## config.mk

```make
export PLATFORM = sky130hd
export DESIGN_NAME = fetch_ifu_ctrl_flat
export DESIGN_NICKNAME = d
export VERILOG_FILES = /design/src/rtl/fetch_ifu_ctrl_if.sv /design/src/rtl/fetch_ifu_ctrl.sv /design/src/flat_wrapper.sv
export SDC_FILE = /design/constraint.sdc
export NUM_CORES = 1
export LEC_CHECK = 0
export ABC_AREA = 1
export CAP_MARGIN = 20
export CORE_UTILIZATION = 54
export CTS_BUF_LIST = sky130_fd_sc_hd__clkbuf_2
export CTS_CLUSTER_DIAMETER = 40
export DETAILED_ROUTE_END_ITERATION = 6
export PLACE_DENSITY = 0.89
export SYNTH_ARGS = -nofsm -noshare
export SYNTH_HDL_FRONTEND = slang
export SYNTH_SLANG_ARGS = --single-unit
export TNS_END_PERCENT = 1
```

## constraint.sdc

```tcl
create_clock -name clk_i -period 18.3 [get_ports clk_i]
set_input_delay 4.575 -clock clk_i [delete_from_list [all_inputs] [get_ports clk_i]]
set_output_delay 4.575 -clock clk_i [all_outputs]
set_load 0.03 [all_outputs]
```

## src/rtl/fetch_ifu_ctrl_if.sv

```systemverilog
// Bundle of the fetch controller's redirect, IF request/response and decode-side signals.
// The master modport is the controller's view; slave is the bus/decode/execute view.
interface fetch_ifu_ctrl_if #(
    parameter int PC_WIDTH    = 32,
    parameter int INSTR_WIDTH = 32
);
    logic                   redirect_valid_i;
    logic [PC_WIDTH-1:0]    redirect_pc_i;
    logic                   if_req_valid_o;
    logic                   if_req_ready_i;
    logic [PC_WIDTH-1:0]    if_req_pc_o;
    logic                   if_resp_valid_i;
    logic                   if_resp_ready_o;
    logic                   if_resp_err_i;
    logic [INSTR_WIDTH-1:0] if_resp_instr_i;
    logic                   ifu_o_valid_o;
    logic                   ifu_o_ready_i;
    logic [PC_WIDTH-1:0]    ifu_o_pc_o;
    logic [INSTR_WIDTH-1:0] ifu_o_instr_o;
    logic                   ifu_o_err_o;

    modport master (
        input  redirect_valid_i, redirect_pc_i,
        output if_req_valid_o, if_req_pc_o,
        input  if_req_ready_i,
        input  if_resp_valid_i, if_resp_err_i, if_resp_instr_i,
        output if_resp_ready_o,
        output ifu_o_valid_o, ifu_o_pc_o, ifu_o_instr_o, ifu_o_err_o,
        input  ifu_o_ready_i
    );

    modport slave (
        output redirect_valid_i, redirect_pc_i,
        input  if_req_valid_o, if_req_pc_o,
        output if_req_ready_i,
        output if_resp_valid_i, if_resp_err_i, if_resp_instr_i,
        input  if_resp_ready_o,
        input  ifu_o_valid_o, ifu_o_pc_o, ifu_o_instr_o, ifu_o_err_o,
        output ifu_o_ready_i
    );
endinterface

```

## src/rtl/fetch_ifu_ctrl.sv

```systemverilog
// Fetch controller: owns the PC, keeps one IF request in flight, buffers one instruction
// for decode, and handles redirects, stale responses and halting on bus errors.
module fetch_ifu_ctrl #(
    parameter int                  PC_WIDTH    = 32,
    parameter int                  INSTR_WIDTH = 32,
    parameter logic [PC_WIDTH-1:0] RESET_PC    = PC_WIDTH'(32'h8000_0000)
) (
    input  logic              clk_i,
    input  logic              rst_i,
    fetch_ifu_ctrl_if.master  bus
);

    localparam logic [1:0] ST_REQ  = 2'd0;
    localparam logic [1:0] ST_WAIT = 2'd1;
    localparam logic [1:0] ST_DROP = 2'd2;
    localparam logic [1:0] ST_HALT = 2'd3;

    logic [1:0]             state_q,     state_d;
    logic [PC_WIDTH-1:0]    pc_q,        pc_d;
    logic [PC_WIDTH-1:0]    ret_pc_q,    ret_pc_d;
    logic                   buf_valid_q, buf_valid_d;
    logic [PC_WIDTH-1:0]    buf_pc_q,    buf_pc_d;
    logic [INSTR_WIDTH-1:0] buf_instr_q, buf_instr_d;
    logic                   buf_err_q,   buf_err_d;

    logic buf_free;
    logic req_valid;
    logic resp_ready;
    logic req_hs;
    logic resp_hs;

    // A request is only offered when the buffer is guaranteed to have room for its response.
    always_comb begin
        buf_free   = !buf_valid_q | bus.ifu_o_ready_i;
        req_valid  = 1'b0;
        resp_ready = 1'b0;
        if (!rst_i) begin
            case (state_q)
                ST_REQ:  req_valid  = buf_free & !bus.redirect_valid_i;
                ST_WAIT: resp_ready = buf_free;
                ST_DROP: resp_ready = 1'b1;
                default: ;
            endcase
        end
    end

    assign req_hs  = req_valid & bus.if_req_ready_i;
    assign resp_hs = resp_ready & bus.if_resp_valid_i;

    always_comb begin
        state_d     = state_q;
        pc_d        = pc_q;
        ret_pc_d    = ret_pc_q;
        buf_valid_d = buf_valid_q;
        buf_pc_d    = buf_pc_q;
        buf_instr_d = buf_instr_q;
        buf_err_d   = buf_err_q;

        if (bus.ifu_o_ready_i) begin
            buf_valid_d = 1'b0;
        end

        case (state_q)
            ST_REQ: begin
                if (req_hs) begin
                    state_d  = ST_WAIT;
                    ret_pc_d = pc_q;
                    pc_d     = pc_q + PC_WIDTH'(4);
                end
            end
            ST_WAIT: begin
                if (resp_hs) begin
                    buf_valid_d = 1'b1;
                    buf_pc_d    = ret_pc_q;
                    buf_instr_d = bus.if_resp_instr_i;
                    buf_err_d   = bus.if_resp_err_i;
                    state_d     = bus.if_resp_err_i ? ST_HALT : ST_REQ;
                end
            end
            ST_DROP: begin
                if (resp_hs) begin
                    state_d = ST_REQ;
                end
            end
            default: ;
        endcase

        // Redirect overrides everything. A response consumed in the same cycle (WAIT or DROP)
        // closes the outstanding request, so fetch can restart without waiting for another.
        if (bus.redirect_valid_i) begin
            pc_d        = {bus.redirect_pc_i[PC_WIDTH-1:2], 2'b00};
            buf_valid_d = 1'b0;
            case (state_q)
                ST_WAIT: state_d = resp_hs ? ST_REQ : ST_DROP;
                ST_DROP: state_d = resp_hs ? ST_REQ : ST_DROP;
                default: state_d = ST_REQ;
            endcase
        end
    end

    always_ff @(posedge clk_i or posedge rst_i) begin
        if (rst_i) begin
            state_q     <= ST_REQ;
            pc_q        <= RESET_PC;
            ret_pc_q    <= '0;
            buf_valid_q <= 1'b0;
            buf_pc_q    <= '0;
            buf_instr_q <= '0;
            buf_err_q   <= 1'b0;
        end else begin
            state_q     <= state_d;
            pc_q        <= pc_d;
            ret_pc_q    <= ret_pc_d;
            buf_valid_q <= buf_valid_d;
            buf_pc_q    <= buf_pc_d;
            buf_instr_q <= buf_instr_d;
            buf_err_q   <= buf_err_d;
        end
    end

    assign bus.if_req_valid_o  = req_valid;
    assign bus.if_req_pc_o     = pc_q;
    assign bus.if_resp_ready_o = resp_ready;
    assign bus.ifu_o_valid_o   = buf_valid_q;
    assign bus.ifu_o_pc_o      = buf_pc_q;
    assign bus.ifu_o_instr_o   = buf_instr_q;
    assign bus.ifu_o_err_o     = buf_err_q;

endmodule

```

## src/flat_wrapper.sv

```systemverilog
// flat-port wrapper written by rule: the top's interface ports become plain ports
module fetch_ifu_ctrl_flat 
#(
    parameter int                  PC_WIDTH    = 32,
    parameter int                  INSTR_WIDTH = 32,
    parameter logic [PC_WIDTH-1:0] RESET_PC    = PC_WIDTH'(32'h8000_0000)
)
  (clk_i, rst_i, bus_redirect_valid_i, bus_redirect_pc_i, bus_if_req_valid_o, bus_if_req_pc_o, bus_if_req_ready_i, bus_if_resp_valid_i, bus_if_resp_err_i, bus_if_resp_instr_i, bus_if_resp_ready_o, bus_ifu_o_valid_o, bus_ifu_o_pc_o, bus_ifu_o_instr_o, bus_ifu_o_err_o, bus_ifu_o_ready_i);
  fetch_ifu_ctrl_if #(.PC_WIDTH(PC_WIDTH), .INSTR_WIDTH(INSTR_WIDTH)) bus_i ();
  input  logic clk_i;
  input  logic rst_i;
  input wire logic [$bits(bus_i.redirect_valid_i)-1:0] bus_redirect_valid_i;
  input wire logic [$bits(bus_i.redirect_pc_i)-1:0] bus_redirect_pc_i;
  output wire logic [$bits(bus_i.if_req_valid_o)-1:0] bus_if_req_valid_o;
  output wire logic [$bits(bus_i.if_req_pc_o)-1:0] bus_if_req_pc_o;
  input wire logic [$bits(bus_i.if_req_ready_i)-1:0] bus_if_req_ready_i;
  input wire logic [$bits(bus_i.if_resp_valid_i)-1:0] bus_if_resp_valid_i;
  input wire logic [$bits(bus_i.if_resp_err_i)-1:0] bus_if_resp_err_i;
  input wire logic [$bits(bus_i.if_resp_instr_i)-1:0] bus_if_resp_instr_i;
  output wire logic [$bits(bus_i.if_resp_ready_o)-1:0] bus_if_resp_ready_o;
  output wire logic [$bits(bus_i.ifu_o_valid_o)-1:0] bus_ifu_o_valid_o;
  output wire logic [$bits(bus_i.ifu_o_pc_o)-1:0] bus_ifu_o_pc_o;
  output wire logic [$bits(bus_i.ifu_o_instr_o)-1:0] bus_ifu_o_instr_o;
  output wire logic [$bits(bus_i.ifu_o_err_o)-1:0] bus_ifu_o_err_o;
  input wire logic [$bits(bus_i.ifu_o_ready_i)-1:0] bus_ifu_o_ready_i;
  assign bus_i.redirect_valid_i = bus_redirect_valid_i;
  assign bus_i.redirect_pc_i = bus_redirect_pc_i;
  assign bus_if_req_valid_o = bus_i.if_req_valid_o;
  assign bus_if_req_pc_o = bus_i.if_req_pc_o;
  assign bus_i.if_req_ready_i = bus_if_req_ready_i;
  assign bus_i.if_resp_valid_i = bus_if_resp_valid_i;
  assign bus_i.if_resp_err_i = bus_if_resp_err_i;
  assign bus_i.if_resp_instr_i = bus_if_resp_instr_i;
  assign bus_if_resp_ready_o = bus_i.if_resp_ready_o;
  assign bus_ifu_o_valid_o = bus_i.ifu_o_valid_o;
  assign bus_ifu_o_pc_o = bus_i.ifu_o_pc_o;
  assign bus_ifu_o_instr_o = bus_i.ifu_o_instr_o;
  assign bus_ifu_o_err_o = bus_i.ifu_o_err_o;
  assign bus_i.ifu_o_ready_i = bus_ifu_o_ready_i;
  fetch_ifu_ctrl #(.PC_WIDTH(PC_WIDTH), .INSTR_WIDTH(INSTR_WIDTH), .RESET_PC(RESET_PC)) u_core (.clk_i(clk_i), .rst_i(rst_i), .bus(bus_i));
endmodule
```

==> run_results.csv, run 1 <==
group,metric,value,unit
status,outcome,"completed",
floorplanning,die_area,11600,um^2
cts,ctsRootBufferMaster,"clkbuf_2",
floorplanning,die_y,108,um
cts,clkTransAtPathRegs,0.17,ns
synth,ys_seq_area_share,52.1,%
worst_setup_path,worstReg2RegStart,"u_core.state_q[0]$_DFFE_PP0P_",
cts,clock_latency,0.69,ns
route,routed_wl,14200,um
worst_setup_path,slowest_delay,0.67,ns
cts,numCtsBuffers,17,
worst_setup_path,slowest_stage,"inv_4",
route,drtIter0Drc,319,
layout,diodes,0,
synth,synthCells,777,
worst_setup_path,crit_type,"primary input to output port",
cts,cts_setup_buffers,0,
synth,ys.flop_type,"dfrtp_1",
timing,maxSlewHeadroom,41.9,%
place,gp_congestion,0.975,
floorplanning,coreArea,10900,um^2
synth,synth_cell_type_count,37,
worst_setup_path,startpoint,"rst_i",
job,cap_violations,0,
cts,cts_tree,"done",
timing,slew_viol_final,0,
timing,fin_crit_sh,62.8,%
power_and_ir_drop,vdd_drop_max,74.7,uV
place,dp_hpwl,10400,um
layout,layout_commonest_cell,"nand2_1",
route,vias,5408,
timing,grt_setup_unrepaired,"false",
timing,setup_viol,0,
route,drtAntennaViolNets,0,
layout,synthToLayoutAreaGrowth,31.7,%
timing,setup_tns,0,ns
route,dr.pass1.iters,5,
synth,synth-seq-cells,126,
synth,yosysWarnings,0,
power_and_ir_drop,leakage,3.80,nW
power_and_ir_drop,power_density,125,nW/um^2
route,vias_per_cell,4.97,
timing,hold_ws,0.501,ns
worst_setup_path,critPathCaptureType,"output port",
timing,worst_pin_slew,0.872,ns
place,io_buffers,164,
cts,postCtsHoldBufs,0,
cts,htreeDepth,4,
layout,fin_cells,1089,
worst_setup_path,reg2reg_slack,15.96,ns
global_routing,grt_pass1_wl,23300,um
global_routing,grt_max_degree,128,
synth,synth_area_per_cell,7.80,um^2
floorplanning,ioPinCount,171,
route,route.detailed.drc,0,
layout,mostFrequentLayoutCells,"nand2_1, clkdlybuf4s50_1, dfrtp_1, inv_1, o21ai_1",
cts,cts-resized-gates,0,
timing,hold_viol_final,0,
global_routing,grt_pass1_vias,4866,
global_routing,antenna_found_initial,0,
synth,synth_edf_count,0,
timing,fin_skew,0.0182,ns
global_routing,grt.total_usage,26.0,%
layout,drive_above_1_share,5.37,%
floorplanning,start_util,55.6,%
worst_setup_path,required,13.73,ns
cts,cts_max_path_buffers,2,
worst_setup_path,cp.arrival,6.92,ns
floorplanning,dieWidth,108,um
worst_hold_path,min_from,"u_core.bus.ifu_o_instr_o[3]$_DFFE_PP0P_",
worst_setup_path,path_delay_family,"buffers and inverters",
worst_setup_path,start_kind,"primary input",
worst_setup_path,cpMostUsedCell,"clkdlybuf4s50_1",
worst_setup_path,cp_max_fo,72,
synth,syn_area,6060,um^2
timing,max_freq,0.0870,GHz
floorplanning,core.rowCount,38,
global_routing,overflow,0,
layout,final_nets,1013,
worst_setup_path,path_cells,"clkdlybuf4s50_1 -> inv_4 -> nand2_1 -> nor2_1 -> and2_4 -> clkdlybuf4s50_1",
worst_setup_path,crit_buf_inv,3,
route,routedWlPerCell,13.0,um
place,numPlacedInstances,1056,
cts,clock-sinks,126,
timing,fin_crit,11.50,ns
worst_hold_path,min_path_type,"flip-flop to flip-flop",
synth,synthArstFlopShare,100,%
report_power, final:
group / total (mW) / switching [mW] / internal (mW)
clock network: 0.162 / 0.101 / 0.0611
logic: 0.412 / 0.244 / 0.168
registers: 0.422 / 0.0570 / 0.365
total: 0.996 / 0.402 / 0.593
cell families (layout without fill, tap and decap cells):
kind of cell,after synthesis,in the layout,share of synthesized area (%)
buffers and inverters,154,323,10.7
adders and majority gates,6,6,1.24
other,1,4,0.0619
xor gates and xnor gates,3,3,0.434
and+or+nand+nor,364,364,24.9
AOI/OAI and AO/OA,123,123,10.6
DFF,126,126,52.1
per-layer routing:
metal	vias to the layer above	share of wire, %	global-route usage [%]
met1	2445	45	35.0
met3	22	6.7	6.72
met2	203	46	41.0
met4	0	1.7	9.30
li1	2738	-	-
met5	-	0	0
worst paths after layout:
path,cells past startpoint,to
worst min register to register,2,u_core.bus.ifu_o_instr_o[3]$_DFFE_PP0P_
worst max register to register,8,u_core.bus.if_req_pc_o[11]$_DFFE_PP0P_
worst max-delay path,6,bus_if_resp_ready_o
max in group asynchronous,3,u_core.ret_pc_q[11]$_DFFE_PP0P_
min in group asynchronous,2,u_core.bus.if_req_pc_o[8]$_DFFE_PP0P_
worst min-delay path,2,u_core.bus.ifu_o_instr_o[3]$_DFFE_PP0P_
cell usage after synthesis (2+ instances only):
master / number / share of area (%)
nand2_1: 250 / 15
buf_6: 4 / 0.74
nor2_1: 42 / 2.6
o211ai_1: 3 / 0.37
nand3_4: 2 / 0.58
o21ai_0: 49 / 4.0
xor2_1: 2 / 0.29
nor2_2: 2 / 0.21
o21ai_1: 63 / 5.2
buf_2: 5 / 0.41
nand4_1: 2 / 0.21
dfrtp_1: 125 / 52
nand3_1: 58 / 4.8
inv_1: 120 / 7.4
clkbuf_1: 13 / 0.81
a21oi_1: 2 / 0.17
ha_1: 6 / 1.2
buf_4: 7 / 0.87
o21ai_2: 4 / 0.58
worst reg2reg max path, delay by kind of cell, from the launching register on:
family	cells	cell delay, ns
flops	1	0.43
fa+ha+maj	1	0.22
simple gates	5	0.92
buf+inv	2	0.68
through the flow:
stage | setup WS [ns] | utilization (%) | power (mW) | area [um^2]
6_report | 6.80 | 73.3 | 0.996 | 7980
5_1_grt | 6.56 | 73.3 | 1.06 | 7980
4_1_cts | 6.74 | 73.0 | 1.00 | 7950
3_5_place_dp | 6.75 | 71.0 | 0.841 | 7730
3_3_place_gp | 6.83 | 71.0 | 0.825 | 7730
2_1_floorplan | 5.98 | - | 0.668 | 6070
area by class of cell:
type / count / area [um^2]
Sequential cell: 126 / 3150
Clock buffer: 19 / 95.1
Multi-Input combinational cell: 500 / 2270
Fill cell: 843 / 2910
Inverter: 123 / 468
Clock inverter: 13 / 124
Timing Repair Buffer: 168 / 1690
Tap cell: 140 / 175
state kept, by name (all words and copies together) (netlist names):
signal and count:
u_core.bus.ifu_o_pc_o 30, u_core.state_q 2, u_core.bus.if_req_pc_o 30, u_core.ret_pc_q 30, u_core.bus.ifu_o_err_o 1, u_core.bus.ifu_o_valid_o 1, u_core.bus.ifu_o_instr_o 32
Note: power is estimated with default switching activity, not from simulation.
==> inputs of run 2 (changes only) <==
--- a/config.mk
+++ b/config.mk
@@ -7,11 +7,11 @@
 export LEC_CHECK = 0
 export ABC_AREA = 1
 export CAP_MARGIN = 20
-export CORE_UTILIZATION = 54
+export CORE_UTILIZATION = 45
 export CTS_BUF_LIST = sky130_fd_sc_hd__clkbuf_2
 export CTS_CLUSTER_DIAMETER = 40
 export DETAILED_ROUTE_END_ITERATION = 6
-export PLACE_DENSITY = 0.89
+export PLACE_DENSITY = 0.79
 export SYNTH_ARGS = -nofsm -noshare
 export SYNTH_HDL_FRONTEND = slang
 export SYNTH_SLANG_ARGS = --single-unit
==> constraint.sdc (replaced) <==
create_clock -name clk_i -period 9.4 [get_ports clk_i]
set_input_delay 2.35 -clock clk_i [delete_from_list [all_inputs] [get_ports clk_i]]
set_output_delay 2.35 -clock clk_i [all_outputs]
set_load 0.03 [all_outputs]
==> run_results.csv, run 2 (same netlist as run 1, synthesis figures left out) <==
group,metric,value,unit
route,drtIter0Drc,410,
place,io_buffers,164,
timing,setup_viol,0,
layout,layout_commonest_cell,"nand2_1",
floorplanning,core.rowCount,42,
timing,fin_crit,6.77,ns
route,dr.pass1.iters,7,
timing,worst_pin_slew,0.585,ns
worst_hold_path,min_from,"u_core.ret_pc_q[13]$_DFFE_PP0P_",
cts,cts-resized-gates,0,
route,routed_wl,14800,um
worst_hold_path,holdPathEnd,"u_core.ret_pc_q[13]$_DFFE_PP0P_",
worst_hold_path,min_path_type,"flip-flop to flip-flop",
worst_setup_path,cp_max_fo,47,
route,vias_per_cell,4.82,
cts,clock-sinks,126,
global_routing,overflow,0,
layout,final_core_util,61.6,%
worst_setup_path,cp.arrival,4.42,ns
cts,cts_setup_buffers,0,
floorplanning,ioPinCount,171,
worst_setup_path,critPathCaptureType,"output port",
floorplanning,start_util,45.9,%
worst_setup_path,start_kind,"primary input",
cts,cts_max_path_buffers,2,
timing,max_freq,0.148,GHz
route,route.detailed.drc,0,
floorplanning,coreArea,13200,um^2
place,dp_hpwl,10600,um
cts,clkTransAtPathRegs,0.17,ns
route,drtAntennaViolNets,0,
power_and_ir_drop,leakage,3.85,nW
worst_setup_path,worstReg2RegStart,"u_core.state_q[0]$_DFFE_PP0P_",
route,routedWlPerCell,13.1,um
global_routing,antenna_found_initial,1,
global_routing,grt_pass1_vias,4943,
job,cap_violations,0,
layout,drive_above_1_share,5.37,%
cts,cts_tree,"done",
cts,postCtsHoldBufs,0,
route,vias,5430,
cts,ctsRootBufferMaster,"clkbuf_2",
place,gp_congestion,0.903,
layout,synthToLayoutAreaGrowth,34.1,%
worst_setup_path,rr_worst_depth,8,
worst_setup_path,reg2reg_slack,6.97,ns
layout,mostFrequentLayoutCells,"nand2_1, clkdlybuf4s50_1, dfrtp_1, inv_1, o21ai_1",
floorplanning,dieWidth,118,um
global_routing,grt_max_degree,128,
timing,maxSlewHeadroom,61.0,%
power_and_ir_drop,vdd_drop_max,84.9,uV
worst_setup_path,required,7.05,ns
cts,numCtsBuffers,17,
floorplanning,die_y,118,um
power_and_ir_drop,power_density,249,nW/um^2
timing,fin_skew,0.0335,ns
timing,slew_viol_final,0,
global_routing,grt_pass1_wl,24200,um
cts,htreeDepth,4,
timing,hold_viol_final,0,
worst_hold_path,hold_depth,2,
layout,largest_reg_flops,32,
timing,setup_tns,0,ns
timing,hold_ws,0.506,ns
status,outcome,"completed",
timing,grt_setup_unrepaired,"false",
floorplanning,die_area,13900,um^2
worst_setup_path,crit_type,"primary input to output port",
timing,fin_crit_sh,72.1,%
cts,clock_latency,0.69,ns
global_routing,grt.total_usage,22.0,%
layout,final_nets,1014,
worst_setup_path,timing.rr.end,"u_core.bus.if_req_pc_o[11]$_DFFE_PP0P_",
## run 2: worst max-delay path, cell delays in order
cell and delay (ns):
clkdlybuf4s50_1 0.50, inv_4 0.48, nand2_1 0.10, nor2_1 0.15, and2_4 0.18, clkdlybuf4s50_1 0.67
## run 2: where the power goes
part | internal [mW] | switching (mW) | total [mW]
Clock | 0.200 | 0.198 | 0.398
Sequential | 0.710 | 0.108 | 0.818
Combinational | 0.328 | 0.477 | 0.804
## run 2: final cells by class
cell class                      instances  area (um^2)
Clock inverter                         13          194
Fill cell                            1165         5070
Clock buffer                           19         95.1
Multi-Input combinational cell        500         2270
Tap cell                              176          220
Inverter                              123          468
Timing Repair Buffer                  169         1720
Antenna cell                            1         2.50
Sequential cell                       126         3150
## run 2: how the worst max path moves through the flow
stage                                     end  slack, ns  start
after floorplan           bus_if_resp_ready_o       1.53  rst_i
after global placement    bus_if_resp_ready_o       2.62  rst_i
after detailed placement  bus_if_resp_ready_o       2.59  rst_i
after CTS                 bus_if_resp_ready_o       2.59  rst_i
after global routing      bus_if_resp_ready_o       2.44  rst_i
final                     bus_if_resp_ready_o       2.63  rst_i
## run 2: per-stage QoR
step | total power [mW] | cells | setup WS (ns) | area, um^2
floorplan | 1.30 | 780 | 1.53 | 6070
global placement | 1.61 | 1092 | 2.62 | 7780
detailed placement | 1.64 | 1092 | 2.59 | 7780
CTS | 2.03 | 1124 | 2.59 | 8070
global route | 2.15 | 1127 | 2.44 | 8120
finish | 2.02 | 1127 | 2.63 | 8120
## run 2: metal layers
metal | share of wire (%) | vias to the layer above | GRT usage (%)
li1 | - | 2735 | -
met1 | 48 | 2490 | 31.1
met2 | 45 | 186 | 34.0
met3 | 5.2 | 19 | 4.22
met4 | 1.3 | 0 | 7.05
met5 | 0 | - | 0
